--- config.mk ---
export PLATFORM = sky130hd
export DESIGN_NAME = i_fetch_queue
export DESIGN_NICKNAME = d
export VERILOG_FILES = /design/src/rtl/fetch_pkg.sv /design/src/rtl/fetch_queue_ram.sv /design/src/rtl/i_fetch_queue.sv
export SDC_FILE = /design/constraint.sdc
export NUM_CORES = 1
export LEC_CHECK = 0
export BUFFER_PORTS_ARGS = -buffer_cell sky130_fd_sc_hd__clkbuf_2
export CORE_UTILIZATION = 50
export CTS_CLUSTER_SIZE = 24
export DETAILED_ROUTE_END_ITERATION = 7
export MAX_ROUTING_LAYER = met4
export PLACE_DENSITY = 0.71
export SETUP_SLACK_MARGIN = 0.4
export SLEW_MARGIN = 20
export SYNTH_ARGS = -nofsm -noshare
export SYNTH_HDL_FRONTEND = slang
export SYNTH_HIERARCHICAL = 1
export SYNTH_SLANG_ARGS = --single-unit
--- constraint.sdc ---
create_clock -name clk -period 11.4 [get_ports clk]
set_input_delay 1.14 -clock clk [delete_from_list [all_inputs] [get_ports clk]]
set_output_delay 1.14 -clock clk [all_outputs]
set_load 0.02 [all_outputs]
--- src/rtl/fetch_pkg.sv ---
// Shared types for the instruction fetch queue: the buffered {pc, instr} entry and default depth.
`ifndef ADDR_WIDTH
`define ADDR_WIDTH 32
`endif
`ifndef DATA_WIDTH
`define DATA_WIDTH 32
`endif

package fetch_pkg;

  typedef struct packed {
    logic [`ADDR_WIDTH-1:0] pc;
    logic [`DATA_WIDTH-1:0] instr;
  } fetch_entry_t;

  localparam int FETCH_QUEUE_DEPTH_DEFAULT = 4;

endpackage

--- src/rtl/fetch_queue_ram.sv ---
// DEPTH-entry fetch entry store: synchronous write, asynchronous read; contents are never reset.
`ifndef ADDR_WIDTH
`define ADDR_WIDTH 32
`endif
`ifndef DATA_WIDTH
`define DATA_WIDTH 32
`endif

module fetch_queue_ram
  import fetch_pkg::*;
#(
  parameter int DEPTH     = FETCH_QUEUE_DEPTH_DEFAULT,
  parameter int PTR_WIDTH = $clog2(DEPTH)
) (
  input  logic                 clk,
  input  logic                 wr_en,
  input  logic [PTR_WIDTH-1:0] wr_addr,
  input  fetch_entry_t         wr_data,
  input  logic [PTR_WIDTH-1:0] rd_addr,
  output fetch_entry_t         rd_data
);

  fetch_entry_t mem [DEPTH];

  always_ff @(posedge clk) begin
    if (wr_en) begin
      mem[wr_addr] <= wr_data;
    end
  end

  assign rd_data = mem[rd_addr];

endmodule

--- src/rtl/i_fetch_queue.sv ---
// In-order FWFT queue between icache and decode; entries visible one cycle after enqueue, no bypass.
// o_ready/o_valid come from registered occupancy only; flush discards everything and beats enq/deq.
`ifndef ADDR_WIDTH
`define ADDR_WIDTH 32
`endif
`ifndef DATA_WIDTH
`define DATA_WIDTH 32
`endif

module i_fetch_queue
  import fetch_pkg::*;
#(
  parameter  int DEPTH     = FETCH_QUEUE_DEPTH_DEFAULT,
  localparam int PTR_WIDTH = $clog2(DEPTH)
) (
  input  logic                   clk,
  input  logic                   rst_n,
  input  logic                   i_flush,
  input  logic                   i_valid,
  input  logic [`ADDR_WIDTH-1:0] i_pc,
  input  logic [`DATA_WIDTH-1:0] i_instr,
  output logic                   o_ready,
  output logic                   o_valid,
  output logic [`ADDR_WIDTH-1:0] o_pc,
  output logic [`DATA_WIDTH-1:0] o_instr,
  input  logic                   i_ready,
  output logic [PTR_WIDTH:0]     o_count,
  output logic                   o_almost_full
);

  if (DEPTH < 2 || (DEPTH & (DEPTH - 1)) != 0) begin : g_bad_depth
    $error("i_fetch_queue: DEPTH must be a power of two and at least 2");
  end

  localparam logic [PTR_WIDTH:0] FULL_CNT   = DEPTH[PTR_WIDTH:0];
  localparam logic [PTR_WIDTH:0] ALMOST_CNT = FULL_CNT - 1'b1;

  logic [PTR_WIDTH-1:0] head;
  logic [PTR_WIDTH-1:0] tail;
  logic [PTR_WIDTH:0]   count;
  logic [PTR_WIDTH:0]   count_next;
  logic                 enq;
  logic                 deq;
  fetch_entry_t         wr_entry;
  fetch_entry_t         rd_entry;

  assign o_valid       = (count != '0);
  assign o_ready       = (count != FULL_CNT);
  assign o_almost_full = (count >= ALMOST_CNT);
  assign o_count       = count;

  assign enq = i_valid & o_ready & ~i_flush;
  assign deq = o_valid & i_ready & ~i_flush;

  assign count_next = count + {{PTR_WIDTH{1'b0}}, enq} - {{PTR_WIDTH{1'b0}}, deq};

  assign wr_entry.pc    = i_pc;
  assign wr_entry.instr = i_instr;

  // Storage holds stale data after flush/reset, so the head is masked when empty.
  assign o_pc    = o_valid ? rd_entry.pc    : '0;
  assign o_instr = o_valid ? rd_entry.instr : '0;

  fetch_queue_ram #(
    .DEPTH     (DEPTH),
    .PTR_WIDTH (PTR_WIDTH)
  ) u_ram (
    .clk     (clk),
    .wr_en   (enq & rst_n),
    .wr_addr (tail),
    .wr_data (wr_entry),
    .rd_addr (head),
    .rd_data (rd_entry)
  );

  always_ff @(posedge clk) begin
    if (!rst_n) begin
      head  <= '0;
      tail  <= '0;
      count <= '0;
    end else if (i_flush) begin
      head  <= '0;
      tail  <= '0;
      count <= '0;
    end else begin
      if (enq) begin
        tail <= tail + 1'b1;
      end
      if (deq) begin
        head <= head + 1'b1;
      end
      count <= count_next;
    end
  end

  a_count_max : assert property (@(posedge clk) disable iff (!rst_n)
    count <= FULL_CNT);
  a_no_underflow : assert property (@(posedge clk) disable iff (!rst_n)
    !(deq && count == '0));
  a_pc_aligned : assert property (@(posedge clk) disable iff (!rst_n)
    o_valid |-> (o_pc[1:0] == 2'b00));

endmodule

Word level (Yosys, flattened, before mapping)
Memories as Yosys holds them, arrays and structs flattened. A register that Yosys moved wholly into a read port is not among the register bits.
Index checks and enable logic that the tools add are counted.
{"block": "op_classes", "n_reduce_logical": 2, "addsub": 4, "magnitude_cmp": 1, "n_mux": 6, "n_eq_ne": 1, "bitwise_logic": 7}
{"operator": "$mux 32", "n": 2}
{"operator": "$and 1x1->1", "n": 5}
{"operator": "$add 2x1->2 const B", "n": 2}
{"operator": "$mux 2", "n": 2}
{"operator": "$add 3x1->3", "n": 1}
{"operator": "$ge 3x2->1 const B", "n": 1}
{"operator": "$ne 3x3->1 const B", "n": 1}
{"operator": "$reduce_bool 3->1", "n": 1}
{"operator": "$sub 3x1->3", "n": 1}
{"operator": "$mux 1", "n": 2}
{"operator": "$not 1->1", "n": 2}
{"operator": "$reduce_or 2->1", "n": 1}
{"block": "totals", "mem_count": 1, "input_bits": 69, "output_inout_bits": 70, "mem_bits_rw": 256, "reg_bits": 7}
{"memory": "u_ram.mem", "words": 4, "width": 64, "read_ports": 1, "rd_clocked_by_memory_dff": 1, "wr": 1, "line": "fetch_queue_ram.sv:23", "rtl": "fetch_entry_t mem [DEPTH];"}

Longest topological paths before layout
Gate-level depths: netlist (run 1).
{"block": "logic_depth", "depth_word": 6, "mapped_depth": 9, "depth_no_buf": 9}

Hierarchy
The synthesis (run 1) kept the hierarchy.
{"mod": "fetch_queue_ram", "n_inst": 1, "area_per_inst_um2": 9341.5, "seq_area_each_um2": 7687.4, "cells_each": 338}
{"mod": "i_fetch_queue", "n_inst": 1, "area_per_inst_um2": 837.1, "seq_area_each_um2": 140.1, "cells_each": 114}

Least setup slack after synthesis (run 1)
OpenSTA, ideal clock, no wires.
{"block": "synth_timing", "path_kind": "input-to-reg", "startpoint": "input port i_flush", "endpoint": "memory u_ram/mem[0][0] (netlist bit) (enable)", "t_arrival_ns": 6.363, "slack_ns": 4.460, "setup_ns": 0.578, "cell_stages": 4, "path_cell_list": "nand2b_1 -> clkbuf_1 -> nor3_1 -> nor3b_1"}
{"block": "synth_via", "elab_chain_cells": 5}
{"element": "from (decl)", "line": "i_fetch_queue.sv:18", "rtl": "input logic i_flush,"}
{"element": "$not 1->1", "line": "i_fetch_queue.sv:52", "rtl": "assign enq = i_valid & o_ready & ~i_flush;"}
{"element": "$and 1x1->1", "line": "i_fetch_queue.sv:52"}
{"element": "$and 1x1->1", "line": "i_fetch_queue.sv:69", "rtl": ".wr_en (enq & rst_n),"}
{"element": "$mux 1", "line": "fetch_queue_ram.sv:26", "rtl": "if (wr_en) begin"}
{"element": "$mux 1 (implied by the code)", "line": "fetch_queue_ram.sv:27", "rtl": "mem[wr_addr] <= wr_data;"}
{"element": "to (decl)", "line": "fetch_queue_ram.sv:23"}
No other way between the ends.

==> results of run 1 <==
## flip-flops by register name, summed over array words and instances, names as in the netlist
signal	count
tail	2
u_ram/mem	256
head	2
o_count	3
## cell usage in the layout, fill, tap and decap left out, types with 3 or more instances in the layout
master and count:
buf_4 5, mux4_2 60, clkbuf_16 27, or3_1 3
and2_1 64, xor2_1 3, clkinv_1 7, dfxtp_1 5
edfxtp_1 256, clkinv_2 4, inv_1 6, o21ai_0 3
clkbuf_1 6, ha_1 3, clkbuf_2 138, nor2_1 6
mux4_1 4
## worst min-delay path by stage
stage / start / end / slack (ns) / cells after the start
finish: tail[1] / tail[1] / 0.56 / 2
global route: tail[1] / tail[1] / 0.59 / 2
CTS: tail[1] / tail[1] / 0.56 / 2
detailed placement: tail[0] / tail[0] / 0.55 / 2
global placement: tail[1] / tail[1] / 0.51 / 2
floorplan: head[1] / head[1] / 0.48 / 2
## kinds of logic (layout without fill, tap and decap cells)
logic type / after synthesis / count (layout) / share of synthesized area [%]
DFF: 263 / 263 / 76.9
adders and majority gates: 4 / 4 / 0.566
and+or+nand+nor: 83 / 83 / 4.97
buffers and inverters: 28 / 194 / 2.59
AOI/OAI and AO/OA: 7 / 7 / 0.406
muxes: 64 / 64 / 14.3
xor gates and xnor gates: 3 / 3 / 0.258
## per-layer routing
layer	wire length, um	track usage (%)	vias to the layer above
li1	-	-	2133
met4	325	4.76	0
met2	8740	30.0	130
met3	875	3.32	25
met5	0	-	-
met1	7750	24.4	2454
## cell type report
cell class / instances / area [sq um] / share of cell area (%)
multi-input cells: 161 / 2110 / 17.8
well taps: 265 / 332 / 2.81
clock inverters: 12 / 76.3 / 0.647
flip-flops and latches: 263 / 7840 / 66.4
inverters: 6 / 22.5 / 0.191
clock buffers: 33 / 698 / 5.92
repair buffers: 143 / 728 / 6.17
## where the power goes
group | switching, uW | internal, uW
Sequential | 4.06 | 1070
Combinational | 50.5 | 33.7
Clock | 324 | 451
Total | 379 | 1560
## metrics by stage
| step | setup WS (ns) | area (sq um) | utilization, % |
|---|---|---|---|
| 2_1_floorplan | 4.46 | 10200 | - |
| 3_3_place_gp | 7.75 | 11000 | 55.9 |
| 3_5_place_dp | 7.75 | 11000 | 55.9 |
| 4_1_cts | 7.21 | 11800 | 59.8 |
| 5_1_grt | 7.06 | 11800 | 59.8 |
| 6_report | 7.32 | 11800 | 59.8 |
## critical path: stages, from the launching register on
cell and delay (ns):
dfxtp_4 0.73, buf_4 0.70, mux4_1 0.64, and2_1 0.16, clkbuf_2 0.15
==> metrics.txt, run 1 <==
Vias/cell=5.37; Final ANT Viol Nets=0; GRT Total Usage=18.5%; final net count=674; asr flop ratio synth=0%; most common cell in the synthesized netlist=edfxtp_1; antenna violations before repair=0; Crit Path Max Fanout=37; Die H=145 um; post-route insts no fill=883; Final Wtd Congestion=0.740; Die ar.=0.0209 sq mm; Post-Syn Area=0.0102 sq mm; drt pass-1 iters=4; Clock Tree Buf Depth=3; ant diodes=0; RSZ-0062 raised after global routing=false; Critical R2R Capture=u_ram/mem[2][27]; Final Hold Violating Endpoints=0; first-pass GRT wire length=27900 um; Layout Skew=0.00590 ns; I/O pins=139; Reg2Reg Depth=4; Area Growth Syn to Fin=15.9%; Clock Sinks=263; core area=0.0197 sq mm; Worst EP required=10.26 ns; Lkg Pwr=0.00402 uW; final worst path period share=35.8%; number of global-route vias before repair=5232; R2R setup slack=8.71 ns; critical path startpoint=head[0]; Fillers=1451; WL per Instance=20.0 um; Mapped Cells=452; total power=1930 uW; setup repair bufs after CTS=0; TritonCTS clock tree=built; cell area power density=164 mW/mm^2; Yosys top cell by area=edfxtp_1; Setup TNS Final=0 ns; WS Path Type=reg -> out; Top FF cell, synth=edfxtp_1; clk_lat worst skew=0.51 ns; HPWL after detailed placement=9970 um; post-synth cell types=26; Worst R2R Start=o_count[1]; clock root buffer master=clkbuf_16; Post-synth EDFFs=256; hold_buf cts=0; final setup fails=0; critical path endpoint=o_pc[31]; FP Rows=51; most frequent cells after synthesis=256 x edfxtp_1, 64 x and2_1, 60 x mux4_2; Slew @ Worst Pin=1.06 ns; Die Span X=145 um; drt drc=0; Max Slew Vio Count=0; Synth Net Count=525; Max IR drop VDD=116 uV; DRT Wirelength=17700 um; post-synthesis sequential area ratio=76.9%; #FFs+latches synth=263; min-delay worst type=reg -> reg; via count=4742; Period minus WS final=4.08 ns; syn_area_per_cell=22.5 sq um; DRT iter0 DRCs=288; maxcap violations=0; GRT overflow=0; worst hold slack=0.563 ns; placed insts=838; share of cells above drive strength 1=39.2%; Max-Slew Margin vs Limit=29.3%; crit path DAT=2.94 ns; H-tree depth=1; Starting Density=51.6%; CTS buffer count=26; area share of the largest cell type after synthesis=75.5%; yosys warns=6; status=completed; startpoint types=flip-flop; clock slew at reported path FFs=0.06 ns; # resized after CTS=0; CP endpoint kind=primary output; Port-buffer cells=138; largest net degree at the start of global routing=66; dominant cells by area after synthesis=edfxtp_1 76%, mux4_2 13%, and2_1 3.9%; fmax=245 MHz
No activity file was read; power rests on OpenSTA's default activity.
==> run 2: changes to the inputs <==
Clock period 11.4 ns to 3.9 ns, I/O delays scaled along.
==> run 2 against run 1 <==
  * Die area did not move
  * Core utilization rose by 0.62 points
  * First-iteration DRC count rose by 3.8%
  * Setup slack got worse by 6.3 ns
  * Flip-flop and latch count did not move
  * Non-clock buffer count rose by 3
  * Via count rose by 0.40%
  * Sequential share of layout area fell by 0.68 points
  * Combinational power rose to 3.0 times the previous value
  * Register-to-register slack got worse by 7.3 ns
  * Design area rose by 1.0%
  * Global-route usage barely moved
  * Critical path type unchanged
  * Largest cell class unchanged
  * Highest routed layer unchanged
==> metrics.txt, run 2 (synthesis gave the netlist of run 1 again) <==
P_sw=1120 uW; drt drc=0; Pint=4690 uW; Layout Skew=0.00835 ns; final setup fails=0; CTS buffer count=26; H-tree depth=1; maxcap violations=0; commonest non-fill, non-tap cells in the layout=256 x edfxtp_1, 138 x clkbuf_2, 64 x and2_1; GR peak layer=met2; clock root buffer master=clkbuf_16; via count=4761; TritonCTS clock tree=built; placed inst area=0.0111 sq mm; I/O pins=139; startpoint types=flip-flop; crit-path leading delay family=flip-flops; Clk pwr share=41.6%; Worst EP required=3.51 ns; Clock Tree Buf Depth=3; dpl ws=1.34 ns; setup ws final=1.02 ns; CP endpoint kind=primary output; cell area power density=487 mW/mm^2; grt met2 use=29.2%; Largest Register=u_ram/mem; WL per Instance=20.1 um; core area=0.0197 sq mm; Vias/cell=5.35; Area Growth Syn to Fin=17.1%; clk_lat worst skew=0.52 ns; antenna violations before repair=3; Final ANT Viol Nets=0; Sw Share=19.3%; WS Path Type=reg -> out; share of cells above drive strength 1=39.7%; Buffers & Inverters on Critical Path=2; Crit Path Max Fanout=25; fmax=347 MHz; Starting Density=51.6%; Final Hold Violating Endpoints=0; status=completed; GRT Total Usage=18.5%; Lkg Pwr=0.00407 uW; Slew @ Worst Pin=0.996 ns; drt pass-1 iters=7; Max-Slew Margin vs Limit=33.6%; min-delay worst type=in -> reg; Die Span X=145 um; first-pass GRT wire length=27400 um; Die ar.=0.0209 sq mm; HPWL after detailed placement=10800 um; # resized after CTS=0; Largest register FFs=256; RSZ-0062 raised after global routing=false; number of global-route vias before repair=5044; met1 Track Usage GR=24.1%; Flop pwr share=54.1%; Period minus WS final=2.88 ns; hold_buf cts=0; slowest stage delay, CP=0.67 ns; DRT Wirelength=17900 um; DRT iter0 DRCs=299; setup repair bufs after CTS=0; combinational share of power=4.3%; Final Wtd Congestion=0.735; final worst path period share=73.8%; crit path DAT=2.49 ns; clock slew at reported path FFs=0.06 ns; GRT overflow=0; CP Cell Sequence=buf_4 > mux4_2 > and2_1 > clkbuf_2; GRT met3 Usage=4.87%; Port-buffer cells=138; FP Rows=51; Critical-path top delay cell=dfxtp_4; Clock Sinks=263; final net count=677; Max IR drop VDD=332 uV; most common cell after layout, fill and taps aside=edfxtp_1; Setup TNS Final=0 ns; worst hold slack=0.0872 ns; Finished Cell Area=0.0119 sq mm; largest net degree at the start of global routing=66; Max Slew Vio Count=0; Die H=145 um
[run 2: routing by layer]
| layer | up-vias | wire length [um] |
|---|---|---|
| met2 | 161 | 8590 |
| met4 | 0 | 271 |
| met1 | 2429 | 7570 |
| met5 | - | 0 |
| met3 | 18 | 1480 |
| li1 | 2153 | - |
[run 2: path summary, 6_finish.rpt]
check / start / end / slack [ns] / cells past startpoint
max: head[0] / o_instr[15] / 1.02 / 4
min: i_instr[0] / u_ram/mem[1][0] / 0.09 / 1
max reg2reg: o_count[1] / u_ram/mem[1][41] / 1.42 / 4
min reg2reg: tail[1] / tail[1] / 0.60 / 2
[run 2: per-stage QoR]
| stage | power [uW] | utilization, % | instances |
|---|---|---|---|
| 3_3_place_gp | 3450 | 56.2 | 841 |
| 5_1_grt | 6000 | 60.4 | 890 |
| 3_5_place_dp | 3460 | 56.2 | 841 |
| 6_report | 5810 | 60.4 | 890 |
| 4_1_cts | 5870 | 60.4 | 887 |
| 2_1_floorplan | 3350 | - | 452 |
[run 2: power by group through the flow]
| stage | logic, uW | clock network, uW | registers [uW] |
|---|---|---|---|
| 6_report | 249 | 2420 | 3140 |
| 2_1_floorplan | 149 | 0 | 3200 |
| 3_3_place_gp | 247 | 0 | 3200 |
| 5_1_grt | 274 | 2580 | 3140 |
| 4_1_cts | 256 | 2470 | 3140 |
| 3_5_place_dp | 255 | 0 | 3200 |
[run 2: area by class of cell]
class                           count  area (sq um)
Sequential cell                   263          7840
Antenna cell                        3          7.51
Fill cell                        1434          7800
Clock inverter                     13           136
Timing Repair Buffer              146           776
Tap cell                          265           332
Inverter                            6          22.5
Multi-Input combinational cell    161          2110
Clock buffer                       33           698
==> run 3: changes to the inputs <==
Settings changed: PLACE_DENSITY 0.71 to 0.74.
Clock period 3.9 ns to 2.6 ns, I/O delays scaled along.
==> run 3 against run 2 <==
  * Core utilization rose by 6.7 points
  * Routed wire length up 12%
  * Largest cell class unchanged
  * Cell count grew 9.7%
  * Non-clock buffer count increased by 86
  * Setup slack worse by 0.74 ns
  * Count of clock-buffer cells in the layout grew 6
  * Sequential share of layout area is 6.5 points lower
  * Clock skew decreased by 0.00066 ns
  * Register-to-register slack worse by 0.91 ns
  * Flip-flop and latch count unchanged
  * Via count increased by 8.7%
  * Critical path type unchanged
  * Global-route usage is 1.2 points higher
==> metrics.txt, run 3 (synthesis gave the netlist of run 1 again) <==
DRT iter0 DRCs=312; Starting Density=51.6%; crit path DAT=2.06 ns; I/O pins=139; Area Growth Syn to Fin=30.1%; R2R setup slack=0.51 ns; clock slew at reported path FFs=0.06 ns; Sw Share=19.6%; Final ANT Viol Nets=0; commonest non-fill, non-tap cells in the layout=256 x edfxtp_1, 102 x clkbuf_2, 64 x dlygate4sd3_1; combinational share of power=6.4%; WL per Instance=20.5 um; Slew @ Worst Pin=0.453 ns; placed insts=846; Port-buffer cells=138; core area=0.0197 sq mm; Reg area=0.00784 sq mm; Flop pwr share=54.0%; final worst path period share=89.3%; maxcap violations=0; TritonCTS clock tree=built; fmax=430 MHz; dpl ws=0.465 ns; share of cells above drive strength 1=43.4%; Largest Register=u_ram/mem; most common cell after layout, fill and taps aside=edfxtp_1; Period minus WS final=2.32 ns; WS Path Type=reg -> out; Max IR drop VDD=490 uV; antenna violations before repair=1; CP endpoint kind=primary output; GRT Total Usage=19.7%; post-route insts no fill=976; final net count=763; Clock Tree Buf Depth=3; P_sw=1710 uW; clk_lat worst skew=0.51 ns; RSZ-0062 raised after global routing=true; CTS buffer count=26; number of global-route vias before repair=5441; cell area power density=658 mW/mm^2; Multi-input gate area=0.00221 sq mm; Die Span X=145 um; Setup TNS Final=0 ns; Clock Sinks=263; status=completed; Die H=145 um; Clk pwr share=39.6%; via count=5177; min-delay worst type=in -> reg; drt pass-1 iters=4; Die ar.=0.0209 sq mm; largest net degree at the start of global routing=66; startpoint types=flip-flop; H-tree depth=1; Layout Skew=0.00769 ns; GRT overflow=0; Vias/cell=5.30; DRT Wirelength=20000 um; Crit Path Max Fanout=9; Finished Cell Area=0.0132 sq mm; FP Rows=51; Worst EP required=2.34 ns; Final Hold Violating Endpoints=0; Largest register FFs=256; setup ws final=0.277 ns; drt drc=0; placed inst area=0.0112 sq mm; clock root buffer master=clkbuf_16; Final Wtd Congestion=0.790; final setup fails=0; Max Slew Vio Count=0; Fillers=1263; Lkg Pwr=0.00461 uW; HPWL after detailed placement=10600 um; first-pass GRT wire length=29400 um; Pint=7010 uW; Max-Slew Margin vs Limit=69.8%
## run 3: area by class of cell
class                   count  area share (%)
diodes                      2          0.0378
repair buffers            232            15.3
flip-flops and latches    263            59.2
clock buffers              39            5.82
well taps                 265            2.50
multi-input cells         161            16.7
inverters                   6           0.170
clock inverters             8           0.274
## run 3: through the flow
step | utilization [%] | power (uW) | hold WS [ns]
2_1_floorplan | - | 5020 | 0.359
3_3_place_gp | 56.8 | 5170 | 0.472
3_5_place_dp | 56.8 | 5180 | 0.480
4_1_cts | 65.3 | 8720 | 0.145
5_1_grt | 67.2 | 9000 | 0.162
6_report | 67.2 | 8720 | 0.150
## run 3: timing repair
| item | in CTS | in global routing |
|---|---|---|
| gates cloned | 4 | 2 |
| setup endpoints to repair | 65 | 65 |
| hold endpoints to repair | 256 | 0 |
| pin swaps | 0 | 2 |
| setup buffers | 5 | 6 |
| hold buffers | 64 | 0 |
| resized for setup | 13 | 121 |
## run 3: worst paths after layout
| kind | start | end | depth (start not counted) |
|---|---|---|---|
| hold / removal | i_ready | head[0] | 4 |
| hold reg to reg | tail[0] | tail[0] | 2 |
| setup reg to reg | o_count[2] | o_count[1] | 8 |
| setup / recovery | head[0] | o_pc[27] | 5 |
## run 3: routing by layer
metal	part of all wire, %	wire (um)	up-vias	GRT usage (%)
li1	-	-	2326	-
met1	44	8730	2652	26.6
met2	49	9900	167	31.9
met3	5.0	1000	32	3.22
met4	2.0	408	0	4.71
met5	0	0	-	-
## run 3: power by group through the flow
stage | combinational, uW | sequential (uW) | clock (uW)
2_1_floorplan | 224 | 4800 | 0
3_3_place_gp | 375 | 4790 | 0
3_5_place_dp | 386 | 4800 | 0
4_1_cts | 489 | 4710 | 3520
5_1_grt | 597 | 4710 | 3700
6_report | 554 | 4710 | 3460
## run 3: critical path, cell delays in order, from the launching register on
cell	delay (ns)
dfxtp_4	0.43
buf_16	0.16
buf_12	0.13
mux4_2	0.52
and2_1	0.16
clkbuf_2	0.15
